<file path="config.mk">
export PLATFORM = sky130hd
export DESIGN_NAME = spi_master_buffer
export DESIGN_NICKNAME = d
export VERILOG_FILES = /design/src/rtl/spi_pkg.sv /design/src/rtl/spi_clk_gen.sv /design/src/rtl/spi_master_buffer.sv
export SDC_FILE = /design/constraint.sdc
export NUM_CORES = 1
export LEC_CHECK = 0
export ABC_AREA = 0
export ABC_CLOCK_PERIOD_IN_PS = 3500
export BUFFER_PORTS_ARGS = -buffer_cell sky130_fd_sc_hd__buf_2
export CAP_MARGIN = 10
export CORE_UTILIZATION = 53
export DETAILED_ROUTE_END_ITERATION = 16
export GPL_ROUTABILITY_DRIVEN = 0
export PLACE_DENSITY = 0.76
export RECOVER_POWER = 50
export SYNTH_ARGS = -nofsm -noshare
export SYNTH_HDL_FRONTEND = slang
export SYNTH_SLANG_ARGS = --single-unit
</file>
<file path="constraint.sdc">
create_clock -name sys_clk -period 3.5 [get_ports sys_clk]
set_input_delay 0.35 -clock sys_clk [delete_from_list [all_inputs] [get_ports sys_clk]]
set_output_delay 0.35 -clock sys_clk [all_outputs]
set_load 0.005 [all_outputs]
</file>
<file path="src/rtl/spi_pkg.sv">
// -----------------------------------------------------------------------------
// spi_pkg
// Shared types and constants for the SPI master buffer.
//   spi_state_t   : controller FSM states (IDLE -> SETUP -> XFER -> HOLD -> IDLE)
//   spi_byte_t    : one SPI data byte
//   SPI_MAX_BYTES : largest number of bytes moved by one transfer
//   clamp_len     : limits a requested byte count to SPI_MAX_BYTES
// -----------------------------------------------------------------------------
package spi_pkg;

    localparam int SPI_MAX_BYTES = 4;

    typedef logic [7:0] spi_byte_t;

    typedef enum logic [1:0] {
        ST_IDLE  = 2'd0,
        ST_SETUP = 2'd1,
        ST_XFER  = 2'd2,
        ST_HOLD  = 2'd3
    } spi_state_t;

    // Requests above the buffer depth are truncated to the buffer depth.
    function automatic logic [2:0] clamp_len(input logic [2:0] len);
        if (len > 3'(SPI_MAX_BYTES)) begin
            return 3'(SPI_MAX_BYTES);
        end
        return len;
    endfunction

endpackage

</file>
<file path="src/rtl/spi_clk_gen.sv">
// -----------------------------------------------------------------------------
// spi_clk_gen
// Half-period tick generator for the SPI master. A counter runs 0..CLK_DIV-1
// while enabled and o_tick is high on its last count, so one tick marks the
// end of every CLK_DIV-cycle SCLK half-period. Disabled, the counter sits at 0
// so the first half-period after enabling is always a full CLK_DIV cycles.
// Ports:
//   i_clk   : system clock, rising edge
//   i_reset : asynchronous active-high reset
//   i_en    : count enable (controller outside IDLE)
//   o_tick  : end of current half-period
// -----------------------------------------------------------------------------
module spi_clk_gen
    import spi_pkg::*;
#(
    parameter int CLK_DIV = 4
) (
    input  logic i_clk,
    input  logic i_reset,
    input  logic i_en,
    output logic o_tick
);

    localparam logic [7:0] LP_LAST = 8'(CLK_DIV - 1);

    logic [7:0] r_cnt;

    always_ff @(posedge i_clk or posedge i_reset) begin
        if (i_reset) begin
            r_cnt <= 8'd0;
        end else if (!i_en || (r_cnt == LP_LAST)) begin
            r_cnt <= 8'd0;
        end else begin
            r_cnt <= r_cnt + 8'd1;
        end
    end

    assign o_tick = i_en && (r_cnt == LP_LAST);

endmodule

</file>
<file path="src/rtl/spi_master_buffer.sv">
// -----------------------------------------------------------------------------
// spi_master_buffer
// Mode-0 SPI master that shifts out up to four latched command bytes and
// captures the same number of bytes from MISO into a small receive buffer.
// Chip select is low for CLK_DIV*(16*N+2) cycles: one CLK_DIV setup period,
// 16 half-periods per byte, one CLK_DIV hold period.
// Ports:
//   sys_clk, reset     : clock (rising edge) and asynchronous active-high reset
//   start, tx_len      : transfer request and byte count (0 = no-op, >4 -> 4)
//   tx0..tx3           : bytes to send, tx0 first, MSB first
//   busy, done         : transfer in progress / one-cycle completion pulse
//   rx0..rx3, rx_count : captured bytes (rx0 first) and how many were written
//   spi_sclk, spi_cs_n, spi_mosi, spi_miso : SPI bus
// -----------------------------------------------------------------------------
module spi_master_buffer
    import spi_pkg::*;
#(
    parameter int CLK_DIV = 4
) (
    input  logic       sys_clk,
    input  logic       reset,
    input  logic       start,
    input  logic [2:0] tx_len,
    input  logic [7:0] tx0,
    input  logic [7:0] tx1,
    input  logic [7:0] tx2,
    input  logic [7:0] tx3,
    output logic       busy,
    output logic       done,
    output logic [7:0] rx0,
    output logic [7:0] rx1,
    output logic [7:0] rx2,
    output logic [7:0] rx3,
    output logic [2:0] rx_count,
    output logic       spi_sclk,
    output logic       spi_cs_n,
    output logic       spi_mosi,
    input  logic       spi_miso
);

    spi_state_t r_state,      w_state_next;
    logic       r_cs_n,       w_cs_n_next;
    logic       r_sclk,       w_sclk_next;
    logic       r_busy,       w_busy_next;
    logic       r_done,       w_done_next;
    logic [2:0] r_rx_count,   w_rx_count_next;
    logic [2:0] r_len,        w_len_next;
    logic [2:0] r_bit_cnt,    w_bit_cnt_next;
    logic [1:0] r_byte_idx,   w_byte_idx_next;
    spi_byte_t  r_tx_shift,   w_tx_shift_next;
    logic [6:0] r_rx_shift,   w_rx_shift_next;
    spi_byte_t  r_tx_lat [SPI_MAX_BYTES];
    spi_byte_t  w_tx_lat_next [SPI_MAX_BYTES];
    spi_byte_t  r_rx [SPI_MAX_BYTES];
    spi_byte_t  w_rx_next [SPI_MAX_BYTES];

    logic       w_tick;
    logic [2:0] w_len_clamped;
    logic [1:0] w_next_idx;
    logic       w_last_byte;

    spi_clk_gen #(
        .CLK_DIV (CLK_DIV)
    ) u_clk_gen (
        .i_clk   (sys_clk),
        .i_reset (reset),
        .i_en    (r_state != ST_IDLE),
        .o_tick  (w_tick)
    );

    assign w_len_clamped = clamp_len(tx_len);
    assign w_next_idx    = r_byte_idx + 2'd1;
    assign w_last_byte   = ({1'b0, r_byte_idx} == (r_len - 3'd1));

    // State and all outputs are registers; the combinational block below only
    // computes their next values.
    always_ff @(posedge sys_clk or posedge reset) begin
        if (reset) begin
            r_state    <= ST_IDLE;
            r_cs_n     <= 1'b1;
            r_sclk     <= 1'b0;
            r_busy     <= 1'b0;
            r_done     <= 1'b0;
            r_rx_count <= 3'd0;
            r_len      <= 3'd0;
            r_bit_cnt  <= 3'd0;
            r_byte_idx <= 2'd0;
            r_tx_shift <= 8'h00;
            r_rx_shift <= 7'h00;
            for (int i = 0; i < SPI_MAX_BYTES; i++) begin
                r_tx_lat[i] <= 8'h00;
                r_rx[i]     <= 8'h00;
            end
        end else begin
            r_state    <= w_state_next;
            r_cs_n     <= w_cs_n_next;
            r_sclk     <= w_sclk_next;
            r_busy     <= w_busy_next;
            r_done     <= w_done_next;
            r_rx_count <= w_rx_count_next;
            r_len      <= w_len_next;
            r_bit_cnt  <= w_bit_cnt_next;
            r_byte_idx <= w_byte_idx_next;
            r_tx_shift <= w_tx_shift_next;
            r_rx_shift <= w_rx_shift_next;
            for (int i = 0; i < SPI_MAX_BYTES; i++) begin
                r_tx_lat[i] <= w_tx_lat_next[i];
                r_rx[i]     <= w_rx_next[i];
            end
        end
    end

    always_comb begin
        w_state_next    = r_state;
        w_cs_n_next     = r_cs_n;
        w_sclk_next     = r_sclk;
        w_busy_next     = r_busy;
        w_done_next     = 1'b0;
        w_rx_count_next = r_rx_count;
        w_len_next      = r_len;
        w_bit_cnt_next  = r_bit_cnt;
        w_byte_idx_next = r_byte_idx;
        w_tx_shift_next = r_tx_shift;
        w_rx_shift_next = r_rx_shift;
        w_tx_lat_next   = r_tx_lat;
        w_rx_next       = r_rx;

        case (r_state)
            ST_IDLE: begin
                if (start) begin
                    w_tx_lat_next[0] = tx0;
                    w_tx_lat_next[1] = tx1;
                    w_tx_lat_next[2] = tx2;
                    w_tx_lat_next[3] = tx3;
                    w_len_next       = w_len_clamped;
                    w_rx_count_next  = 3'd0;
                    if (w_len_clamped == 3'd0) begin
                        // Zero-length request completes without touching the bus.
                        w_done_next = 1'b1;
                    end else begin
                        w_state_next    = ST_SETUP;
                        w_cs_n_next     = 1'b0;
                        w_sclk_next     = 1'b0;
                        w_busy_next     = 1'b1;
                        w_bit_cnt_next  = 3'd0;
                        w_byte_idx_next = 2'd0;
                        // MOSI is the MSB of the shift register, so loading
                        // tx0 presents tx0[7] during setup.
                        w_tx_shift_next = tx0;
                    end
                end
            end

            ST_SETUP: begin
                if (w_tick) begin
                    w_state_next = ST_XFER;
                end
            end

            ST_XFER: begin
                if (w_tick) begin
                    if (!r_sclk) begin
                        // Rising edge: sample MISO.
                        w_sclk_next     = 1'b1;
                        w_rx_shift_next = {r_rx_shift[5:0], spi_miso};
                        if (r_bit_cnt == 3'd7) begin
                            w_rx_next[r_byte_idx] = {r_rx_shift, spi_miso};
                            w_rx_count_next       = r_rx_count + 3'd1;
                        end
                    end else begin
                        // Falling edge: advance MOSI.
                        w_sclk_next    = 1'b0;
                        w_bit_cnt_next = r_bit_cnt + 3'd1;
                        if (r_bit_cnt != 3'd7) begin
                            w_tx_shift_next = {r_tx_shift[6:0], 1'b0};
                        end else if (w_last_byte) begin
                            w_tx_shift_next = 8'h00;
                            w_state_next    = ST_HOLD;
                        end else begin
                            // Next byte's MSB goes out on this same edge: no gap.
                            w_byte_idx_next = w_next_idx;
                            w_tx_shift_next = r_tx_lat[w_next_idx];
                        end
                    end
                end
            end

            ST_HOLD: begin
                if (w_tick) begin
                    w_state_next = ST_IDLE;
                    w_cs_n_next  = 1'b1;
                    w_busy_next  = 1'b0;
                    w_done_next  = 1'b1;
                end
            end

            default: begin
                w_state_next = ST_IDLE;
            end
        endcase
    end

    assign busy     = r_busy;
    assign done     = r_done;
    assign rx_count = r_rx_count;
    assign rx0      = r_rx[0];
    assign rx1      = r_rx[1];
    assign rx2      = r_rx[2];
    assign rx3      = r_rx[3];
    assign spi_sclk = r_sclk;
    assign spi_cs_n = r_cs_n;
    assign spi_mosi = r_tx_shift[7];

endmodule

</file>
# Word-level counts from Yosys, hierarchy flattened

Index checks and enable logic that the tools add are counted.
Widths: inputs -> output; s select.

Input bits: 39
Output and inout port bits: 40
Flip-flop bits (word level): 104
Word-level logic and storage cells: 126

Muxes and demuxes: 58
Bitwise operators: 3
$lt $le $gt $ge: 4
Add/subtract/negate cells: 5
Equal/unequal tests: 18
Reduce and logical (&&, ||, !) cells: 18

Operators with widths:

| kind                | count |
|---|---|
| $mux 8              | 10 |
| $bwmux 32           | 1 |
| $mux 3              | 10 |
| $mux 2              | 14 |
| $bmux 8 s2          | 1 |
| $demux 8 s2         | 1 |
| $ne 2x2->1 const B  | 8 |
| $pmux 8 s2          | 1 |
| $mux 1              | 12 |
| $pmux 3 s2          | 2 |
| $reduce_and 4->1    | 3 |
| $reduce_and 5->1    | 2 |
| $add 8x1->8 const B | 1 |
| $eq 8x2->1 const B  | 1 |
| $pmux 1 s2          | 4 |
| $pmux 2 s4          | 1 |
| $reduce_and 8->1    | 1 |
| $reduce_and 7->1    | 1 |
| $add 3x1->3 const B | 2 |
| $ge 3x3->1 const B  | 2 |
| $ne 2x1->1 const B  | 3 |
| $not 2->3           | 2 |
| $reduce_bool 2->1   | 3 |
| $eq 2x2->1 const B  | 2 |
| 17 further kinds    | 18 |

# Longest topological paths before layout

Gate-level depths: netlist of run 1.

Depth in word-level cells: 10
Depth in mapped cells: 9
Depth with buffers taken out: 7

# By module

From an unflattened synthesis of run 1, not the netlist that was laid out.

Cells, all modules: 354
Area total of the unflattened synthesis: 4770.8 µm²

By module, submodules not included:

| module            | area each (µm²) | sequential area each (µm²) | cells an instance | times used |
|---|---|---|---|---|
| spi_master_buffer | 4367.9          | 2403.6                     | 314               | 1 |
| spi_clk_gen       | 402.9           | 200.2                      | 40                | 1 |

# Worst setup path before layout of run 1

Ideal clock, no wire load.

Path type: register -> register
Start point: reg r_byte_idx[0]
End point: reg r_tx_shift[0]
Data arrival time: 1.954 ns
Required time: 3.364 ns
Buffers on the path: 2
Stages on the path, launching flop included: 8
Setup time: 0.136 ns
Clock period less this slack: 2.091 ns
Setup slack: 1.409 ns
Cell sequence: dfrtp_1 > buf_2 > inv_1 > ha_1 > clkbuf_1 > mux4_2 > a41oi_1 > o21ai_0

Cells in the longest elaborated chain, start to end: 10
Elaborated cells between the ends (all ways): 11
Those cells by class: add/sub: 1; eq/ne: 1; mux: 8; bitwise: 1

Ends and longest elaborated chain:

| element                                   | RTL line                 | source |
|---|---|---|
| start, declared                           | spi_master_buffer.sv:49  | `logic [1:0] r_byte_idx, w_byte_idx_next;` |
| start signal, assigned                    | spi_master_buffer.sv:103 | `r_byte_idx <= w_byte_idx_next;` |
| $add 2x1->2                               | spi_master_buffer.sv:72  | `assign w_next_idx = r_byte_idx + 2'd1;` |
| $not 2->3 (not written as such)           | spi_master_buffer.sv:182 | `w_tx_shift_next = r_tx_lat[w_next_idx];` |
| $bmux 8 s2                                | spi_master_buffer.sv:182 |  |
| $mux 8 (not written as such) (2 in a row) | spi_master_buffer.sv:182 |  |
| $mux 8 (*)                                | spi_master_buffer.sv:176 | `end else if (w_last_byte) begin` |
| $mux 8 (*)                                | spi_master_buffer.sv:174 | `if (r_bit_cnt != 3'd7) begin` |
| $mux 8 (*)                                | spi_master_buffer.sv:162 | `if (!r_sclk) begin` |
| $mux 8 (*)                                | spi_master_buffer.sv:161 | `if (w_tick) begin` |
| $pmux 8 s2 (*)                            | spi_master_buffer.sv:128 | `case (r_state)` |
| end signal, assigned                      | spi_master_buffer.sv:104 | `r_tx_shift <= w_tx_shift_next;` |
| end, declared                             | spi_master_buffer.sv:50  | `spi_byte_t r_tx_shift, w_tx_shift_next;` |

Mark *: on every way between the ends. The rest lies on a longest branch, timed or not. The select of a mux whose other input is x is not followed.
A chain may end at the register's enable or synchronous reset.

# Final worst setup path of run 1

Start point: reg r_state[0]
End point: reg r_tx_shift[3]

Cells in the longest elaborated chain, start to end: 4
Elaborated cells between the ends (all ways): 11
Those cells by class: eq/ne: 5; mux: 1; reduce/logical: 5

Ends and longest elaborated chain:

| element                           | RTL line                | source |
|---|---|---|
| start, declared                   | spi_master_buffer.sv:41 | `spi_state_t r_state, w_state_next;` |
| start signal, assigned            | spi_master_buffer.sv:95 | `r_state <= w_state_next;` |
| $reduce_bool 2->1                 | spi_master_buffer.sv:67 | `.i_en (r_state != ST_IDLE),` |
| $logic_and 1x1->1                 | spi_clk_gen.sv:38       | `assign o_tick = i_en && (r_cnt == LP_LAST);` |
| $ne 2x1->1 (no source line)       | --                      |  |
| $reduce_and 5->1 (no source line) | --                      |  |

Several ways; a longest one is shown, not always the timed one.

==> results of run 1 <==
-- flip-flops by register name, summed over array words and instances (netlist names), 7 cells and up --
register         cells
r_tx_lat            32
r_rx_shift           7
rx2                  8
rx1                  8
rx3                  8
rx0                  8
r_tx_shift           8
u_clk_gen.r_cnt      8
-- stage by stage --
stage / setup slack (ps) / hold slack [ps] / cell area, um^2 / util (%) / instances
4_1_cts: 970 / 193 / 5400 / 64.4 / 555
3_5_place_dp: 1030 / 466 / 5180 / 61.8 / 539
2_1_floorplan: 419 / 443 / 4700 / - / 370
5_1_grt: 651 / 182 / 5360 / 63.9 / 555
6_report: 920 / 186 / 5360 / 63.9 / 555
3_3_place_gp: 1130 / 454 / 5180 / 61.8 / 539
-- cells by family after synthesis --
family                   count (synthesis)
multiplexers                            81
XOR/XNOR                                10
buffers and inverters                   35
AO/OA/AOI/OAI                           43
flip-flops                             104
adder cells (fa/ha/maj)                 13
AND/OR/NAND/NOR                         84
-- how the worst min path moves through the flow --
stage	from	endpoint	slack [ps]
floorplan	r_tx_shift[1]	r_tx_shift[1]	440
global route	tx3[4]	r_tx_lat[4]	180
finish	reset	r_len[1]	190
detailed placement	r_tx_shift[6]	r_tx_shift[6]	470
global placement	r_tx_shift[5]	r_tx_shift[5]	450
CTS	tx1[3]	r_tx_lat[19]	190
-- placed cells by master (no fill, tap or decap), types with 2 or more instances in the layout --
cell | Yosys | final
clkinv_4 | 0 | 2
nor3_1 | 3 | 3
mux4_2 | 8 | 8
clkbuf_1 | 14 | 33
clkbuf_8 | 0 | 9
o41ai_1 | 7 | 7
inv_1 | 17 | 16
and3_1 | 6 | 6
buf_4 | 1 | 3
xor2_1 | 7 | 7
buf_2 | 3 | 46
nand4_1 | 2 | 2
nand3b_1 | 3 | 3
nand2_2 | 4 | 4
o21ai_0 | 17 | 17
ha_1 | 13 | 13
nor2_1 | 23 | 23
nand2b_1 | 3 | 3
nand2_1 | 16 | 16
a21oi_1 | 12 | 12
mux2_2 | 72 | 72
xnor2_1 | 3 | 3
dfrtp_1 | 103 | 103
inv_8 | 0 | 3
nand3_1 | 15 | 15
-- metal layers --
layer	share of wire [%]	wire length, um	up-vias
met4	1.4	124	0
met5	0	0	-
li1	-	-	1459
met2	49	4440	67
met1	46	4120	1532
met3	3.6	321	12
-- power by group through the flow --
stage                     registers, W  logic (W)  clock network (W)
after floorplan                0.00123  0.0000251                  0
after global placement         0.00123  0.0000587                  0
after detailed placement       0.00124  0.0000600                  0
after CTS                      0.00121  0.0000603           0.000823
after global routing           0.00121  0.0000656           0.000878
final                          0.00121  0.0000564           0.000806
-- cell type report --
type                       instances  area, um^2
fill                             675        3030
sequential                       104        2600
multi-input combinational        231        1960
timing repair buffer              82         377
tap                              105         131
clock buffer                       9         124
clock inverter                     7        97.6
inverter                          17        66.3
-- worst register-to-register path, delay by kind of cell (launching register included) --
| kind | cells | cell delay [ps] |
|---|---|---|
| AOI/OAI and AO/OA | 2 | 820 |
| and+or+nand+nor | 2 | 680 |
| DFF | 1 | 430 |
| adders and majority gates | 1 | 390 |
| buffers and inverters | 1 | 120 |
==> out/qor.csv, run 1 <==
metric,value,unit
Congestion Overflow GR,0,
crit path max-delay cell type,nor3_1,
Mapped Cells,370,
"CP delay by family, top",compound AO/OA/AOI/OAI gates,
mux cell area share after synthesis,21.3,%
slew margin rel.,15.8,%
clock buffer depth,2,
final net count,497,
CTS Root Cell,clkbuf_8,
Power Internal,0.00158,W
fin crit share,73.7,%
I/O Buffers,78,
cells along the critical path,inv_1 -> ha_1 -> nand2_1 -> nor3_1 -> a31oi_2 -> o41ai_1,
CP max stage delay,560,ps
top-count cell post-synth,dfrtp_1,
Area Growth Syn to Fin,14.0,%
Worst Skew,14.7,ps
asr flop ratio synth,100,%
Buf/Inv on CP,1,
diode count,0,
Synth area leaders,"dfrtp_1, mux2_2, mux4_2",
Max Fclk,388,MHz
Worst R2R Path Depth,6,
"Avg Cell Area, Syn",12.7,um^2
final wirelength,9010,um
remaining antenna violation count after routing,0,
Global Route Usage Sum,21.5,%
setup TNS,0,ps
CP endpoint kind,flip-flop,
top-area cell type share of the netlist area,54.9,%
NetSw,0.000492,W
"EDFF count, synth",0,
routed length per instance,16.2,um
met1 Usage GRT,28.6,%
Final Slew Violations,0,
R2R Path End,r_tx_shift[3],
Seq pwr share,58.4,%
power density over the cells,387,nW/um^2
fin crit period,2580,ps
worst reg2reg path startpoint,r_state[0],
R2R Setup Slk,920,ps
post-synthesis xor/xnor area fraction,1.86,%
Synth Area in Compound Gates,5.73,%
clock power share,38.8,%
GR peak layer,met2,
Critical Path Start Type,flip-flop,
YS warnings,0,
vias in the first global route,3096,
CP max FO,17,
total I/O pin count,79,
# H-tree levels,3,
hold crit path type,in2async,
Post-Synth Simple-Gate Area,9.24,%
die height,96.2,um
die area,9240,um^2
GR Util met3,3.79,%
"area leader, netlist",dfrtp_1,
Die Wd,96.2,um
max cap viols,0,
worst slew pin tran,1260,ps
CP endpoint,r_tx_shift[3],
CTS Hold Bufs,0,
post-CTS sizing,0,
Yosys reg bits,104,
Num CTS Buffers,9,
Design Power,0.00207,W
Peak VDD IR,0.229,mV
setup violators final,0,
critical path class,reg2reg,
"Cell Area, Synth",4700,um^2
starting density of the core,56.1,%
Combinational Power Share,2.7,%
Post-route DRC,0,
router iterations before antenna repair,7,
first-pass GRT wire length,14900,um
number of cell rows,33,
Switching Fraction,23.7,%
ys flop type,dfrtp_1,
Initial DRC Count,128,
Netlist cell types,40,
Clock transition at path regs,110,ps
Post-CTS Setup Bufs,0,
crit path launch,r_state[0],
initial antenna violation count,0,
share of post-route cells with drive strength above 1,34.4,%
CTS tree,yes,
sequential area share after synthesis,55.4,%
met2 usage,35.2,%
RSZ-0062 raised after global routing,false,
Core Area,8380,um^2
vias,3070,
"Net Count, Synth",422,
Avg Vias per Cell,5.53,
Leakage,2.64,nW
dpl hpwl,6280,um
TritonCTS Sinks,104,
CP required,3730,ps
"Data arrival, critical path",2810,ps
status,"complete, no violations",
Commonest cells post-synth,"dfrtp_1, mux2_2, nor2_1",
main combinational cell family by area after synthesis,multiplexers,
clk_lat worst skew,370,ps
final hold viol count,0,
adder and majority gate portion of the synthesized area,3.46,%
largest net degree at the start of global routing,82,
Stages on worst setup path,6,
(Power assumes the default switching activity.)
==> inputs of run 2 (changes only) <==
Settings changed: ABC_AREA 0 to 1, ABC_CLOCK_PERIOD_IN_PS 3500 to 2110, CORE_UTILIZATION 53 to 51.
Clock period 3.5 ns to 2.11 ns, I/O delays scaled along.
==> out/qor.csv, run 2 <==
metric,value,unit
fin crit period,1900,ps
critical path class,reg2reg,
worst slew pin tran,1350,ps
vias,4076,
asr flop ratio synth,100,%
"EDFF count, synth",0,
Post-route DRC,0,
CTS Root Cell,clkbuf_8,
I/O Buffers,78,
share of post-route cells with drive strength above 1,19.0,%
"most common cell after layout, fill and taps aside",nand2_1,
Peak VDD IR,0.488,mV
Critical Path Start Type,flip-flop,
"Net Count, Synth",658,
number of flip-flops in the largest register,32,
Clock transition at path regs,100,ps
fin crit share,90.2,%
Global Route Usage Sum,22.9,%
CP required,2380,ps
Buf/Inv on CP,3,
hold crit path type,in2reg,
register name with the most flops,r_tx_lat,
RSZ-0062 raised after global routing,false,
setup TNS,0,ps
router iterations before antenna repair,5,
Die Wd,101,um
vias in the first global route,3826,
"commonest cells after routing, fill and taps aside","nand2_1, dfrtp_1, inv_1",
CP max stage delay,390,ps
clk_lat worst skew,380,ps
initial antenna violation count,0,
R2R Path End,r_tx_shift[2],
post-synthesis xor/xnor area fraction,0.352,%
Commonest cells post-synth,"nand2_1, dfrtp_1, inv_1",
Congestion Overflow GR,0,
"Avg Cell Area, Syn",8.22,um^2
Yosys reg bits,104,
setup violators final,0,
"Data arrival, critical path",2170,ps
crit path max-delay cell type,dfrtp_1,
Initial DRC Count,202,
status,"complete, no violations",
"CP delay by family, top",simple AND/OR/NAND/NOR gates,
"Cell Area, Synth",4980,um^2
Max Fclk,525,MHz
die height,101,um
final hold viol count,0,
remaining antenna violation count after routing,0,
dpl hpwl,7620,um
Stages on worst setup path,10,
R2R Setup Slk,210,ps
clock buffer depth,2,
Mapped Cells,606,
die area,10200,um^2
ys flop type,dfrtp_1,
Worst Skew,12.7,ps
Post-Synth Simple-Gate Area,24.9,%
CP endpoint,r_tx_shift[2],
Num CTS Buffers,9,
starting density of the core,53.4,%
cells along the critical path,inv_1 -> ha_2 -> inv_2 -> or2_2 -> nand2_1 -> nor2_1 -> nand3_1 -> buf_4 -> nand2_1 -> nand2_1,
Synth Area in Compound Gates,10.1,%
Core Area,9330,um^2
sequential area share after synthesis,52.3,%
Post-CTS Setup Bufs,0,
Netlist cell types,33,
final net count,737,
CP max FO,8,
Area Growth Syn to Fin,14.6,%
max cap viols,0,
Design Power,0.00646,W
TritonCTS Sinks,104,
Hold Slack,44.4,ps
Avg Vias per Cell,4.98,
routed length per instance,13.1,um
Worst R2R Path Depth,10,
top-area cell type share of the netlist area,51.8,%
diode count,0,
"Cell Count, Final, Fillers Out",819,
first-pass GRT wire length,18000,um
CTS tree,yes,
placed cell count,802,
fin util,61.2,%
power density over the cells,1130,nW/um^2
main combinational cell family by area after synthesis,simple AND/OR/NAND/NOR gates,
worst reg2reg path startpoint,r_state[1],
slew margin rel.,10.2,%
total I/O pin count,79,
mux cell area share after synthesis,0.201,%
# H-tree levels,3,
largest net degree at the start of global routing,61,
Final Slew Violations,0,
Leakage,3.04,nW
top-count cell post-synth,nand2_1,
adder and majority gate portion of the synthesized area,3.27,%
CP endpoint kind,flip-flop,
"area leader, netlist",dfrtp_1,
final wirelength,10700,um
crit path launch,r_state[1],
Most common cell on crit path,nand2_1,
YS warnings,0,
Synth area leaders,"dfrtp_1, nand2_1, inv_1",
number of cell rows,35,
-- run 2: what timing repair did --
item                                    in CTS  in global routing
hold buffers                                 1                  0
endpoints found under the hold margin      103                  0
resized for setup                            0                  2
endpoints found under the setup margin       0                 10
-- run 2: how the worst min path moves through the flow --
stage / cells after the start / slack (ps) / to / startpoint
3_3_place_gp: 3 / 320 / rx2[2] / reset
5_1_grt: 3 / 50 / r_tx_lat[1] / tx3[1]
3_5_place_dp: 3 / 330 / rx2[1] / reset
4_1_cts: 3 / 40 / r_tx_lat[2] / tx3[2]
2_1_floorplan: 2 / 330 / r_len[0] / tx_len[0]
6_report: 3 / 40 / r_tx_lat[1] / tx3[1]
-- run 2: layer usage --
metal | track usage, % | share of wire, %
met3 | 3.61 | 5.9
met1 | 32.9 | 47
met4 | 9.36 | 1.8
met2 | 34.8 | 45
met5 | 0 | 0
-- run 2: logic make-up (layout without fill, tap and decap cells) --
group | count (synthesis) | count (layout)
and+or+nand+nor | 285 | 285
buffers and inverters | 108 | 192
DFF | 104 | 104
AOI/OAI and AO/OA | 93 | 93
adders and majority gates | 13 | 13
xor gates and xnor gates | 2 | 2
muxes | 1 | 1
-- run 2: power by group --
| part | leakage [nW] | total, W | switching [W] | internal [W] |
|---|---|---|---|---|
| clock network | 0.101 | 0.00129 | 0.000727 | 0.000562 |
| logic | 1.59 | 0.00241 | 0.00159 | 0.000820 |
| registers | 1.35 | 0.00275 | 0.000248 | 0.00251 |
-- run 2: cell type report --
type | count | area, um^2
Clock buffer | 9 | 124
Clock inverter | 7 | 77.6
Fill cell | 839 | 3620
Inverter | 87 | 328
Multi-Input combinational cell | 394 | 1940
Sequential cell | 104 | 2600
Tap cell | 129 | 161
Timing Repair Buffer | 89 | 473
-- run 2: metrics by stage --
stage / worst slack, ps / cell area [um^2]
global placement: 280 / 5540
detailed placement: 181 / 5540
finish: 206 / 5710
floorplan: 129 / 4980
CTS: 146 / 5750
global route: 33.7 / 5710
-- run 2: worst reg2reg max path, delay by kind of cell, from the launching register on --
kind                     cells  cell delay (ps)
buffers and inverters        3              430
AND/OR/NAND/NOR              6              770
adder cells (fa/ha/maj)      1              230
flip-flops                   1              390
==> inputs of run 3 (changes only) <==
==> constraint.sdc (replaced) <==
create_clock -name sys_clk -period 2.11 [get_ports sys_clk]
set_input_delay 0.422 -clock sys_clk [delete_from_list [all_inputs] [get_ports sys_clk]]
set_output_delay 0.422 -clock sys_clk [all_outputs]
set_load 0.005 [all_outputs]
==> out/qor.csv, run 3 (synthesized netlist as in run 2, its figures left out) <==
metric,value,unit
CTS Root Cell,clkbuf_8,
Finished Cell Area,5710,um^2
vias,4065,
Hold EP,r_tx_lat[15],
worst slew pin tran,934,ps
largest net degree at the start of global routing,44,
fin crit period,1890,ps
Worst Skew,13.5,ps
setup TNS,0,ps
Congestion Overflow GR,0,
"Data arrival, critical path",2150,ps
Clock transition at path regs,120,ps
fillers,826,
slew margin rel.,37.7,%
power density over the cells,1120,nW/um^2
diode count,0,
Final Slew Violations,0,
routed length per instance,12.8,um
Peak VDD IR,0.530,mV
final wirelength,10500,um
Worst R2R Path Depth,8,
status,"complete, no violations",
fin crit share,89.4,%
die height,101,um
clk_lat worst skew,370,ps
Critical Path Start Type,flip-flop,
Area Growth Syn to Fin,14.6,%
DP Area,5540,um^2
register name with the most flops,r_tx_lat,
setup violators final,0,
CP endpoint kind,flip-flop,
I/O Buffers,78,
router iterations before antenna repair,5,
Num CTS Buffers,9,
worst reg2reg path startpoint,r_bit_cnt[0],
TritonCTS Sinks,104,
R2R Setup Slk,220,ps
critical path class,reg2reg,
"commonest cells after routing, fill and taps aside","nand2_1, dfrtp_1, inv_1",
number of cell rows,35,
vias in the first global route,3746,
clock buffer depth,2,
# H-tree levels,3,
Global Route Usage Sum,22.3,%
"most common cell after layout, fill and taps aside",nand2_1,
Avg Vias per Cell,4.95,
share of post-route cells with drive strength above 1,19.4,%
dpl hpwl,7560,um
max cap viols,0,
final net count,739,
remaining antenna violation count after routing,0,
Leakage,3.05,nW
R2R Path End,rx3[4],
Die Wd,101,um
starting density of the core,53.4,%
die area,10200,um^2
RSZ-0062 raised after global routing,false,
hold path depth,3,
CTS tree,yes,
min-delay src,tx2[7],
initial antenna violation count,0,
final hold viol count,0,
Initial DRC Count,195,
CP max FO,15,
total I/O pin count,79,
number of flip-flops in the largest register,32,
Post-route DRC,0,
CP required,2380,ps
Max Fclk,530,MHz
first-pass GRT wire length,17800,um
Post-CTS Setup Bufs,0,
hold crit path type,in2reg,
Core Area,9330,um^2
## run 3: worst max-delay path by stage
stage	from	slack (ps)	cells after the start	end
5_1_grt	reset	30	4	r_tx_shift[4]
3_5_place_dp	r_state[0]	190	10	r_tx_shift[3]
3_3_place_gp	r_state[0]	290	10	r_tx_shift[7]
6_report	r_bit_cnt[0]	220	8	rx3[4]
2_1_floorplan	r_byte_idx[0]	130	11	r_tx_shift[0]
4_1_cts	r_state[0]	160	10	r_tx_shift[3]
## run 3: metrics by stage
step	instances	worst slack [ps]	total power, W	util, %	hold slack (ps)
global placement	804	289	0.00507	59.4	385
CTS	821	164	0.00643	61.5	254
detailed placement	804	190	0.00517	59.4	388
global route	821	32.8	0.00696	61.2	259
floorplan	606	129	0.00452	-	432
finish	821	224	0.00641	61.2	262
## run 3: area by class of cell
type	instances	area, um^2	share of cell area, %
sequential	104	2600	45.6
tap	129	161	2.83
clock buffer	9	124	2.17
timing repair buffer	91	473	8.29
inverter	87	328	5.75
clock inverter	7	68.8	1.21
multi-input combinational	394	1950	34.1
## run 3: power by group
group / internal, W / leakage (nW) / switching, W / total (W)
Sequential: 0.00251 / 1.35 / 0.000242 / 0.00275
Combinational: 0.000819 / 1.60 / 0.00161 / 0.00243
Clock: 0.000468 / 0.100 / 0.000764 / 0.00123
## run 3: repair_timing
item                                   in CTS  in global routing
endpoints found under the hold margin       7                  0
setup endpoints to repair                   0                 13
hold buffers                                1                  0
resized for setup                           0                  3
## run 3: worst max-delay path: stages (launching register included)
cell and delay (ps):
dfrtp_1 390, ha_1 160, ha_1 330, inv_2 180
nor3_4 200, buf_4 220, nand2_4 140, nand2_1 120
o21ai_2 50
## run 3: per-layer routing
layer,wire (um),GRT usage (%),up-vias,part of all wire (%)
met5,0,0,-,0
met4,115,5.80,0,1.1
met3,560,2.98,14,5.3
met2,4770,34.4,103,45
met1,5100,33.5,1881,48
li1,-,-,2067,-
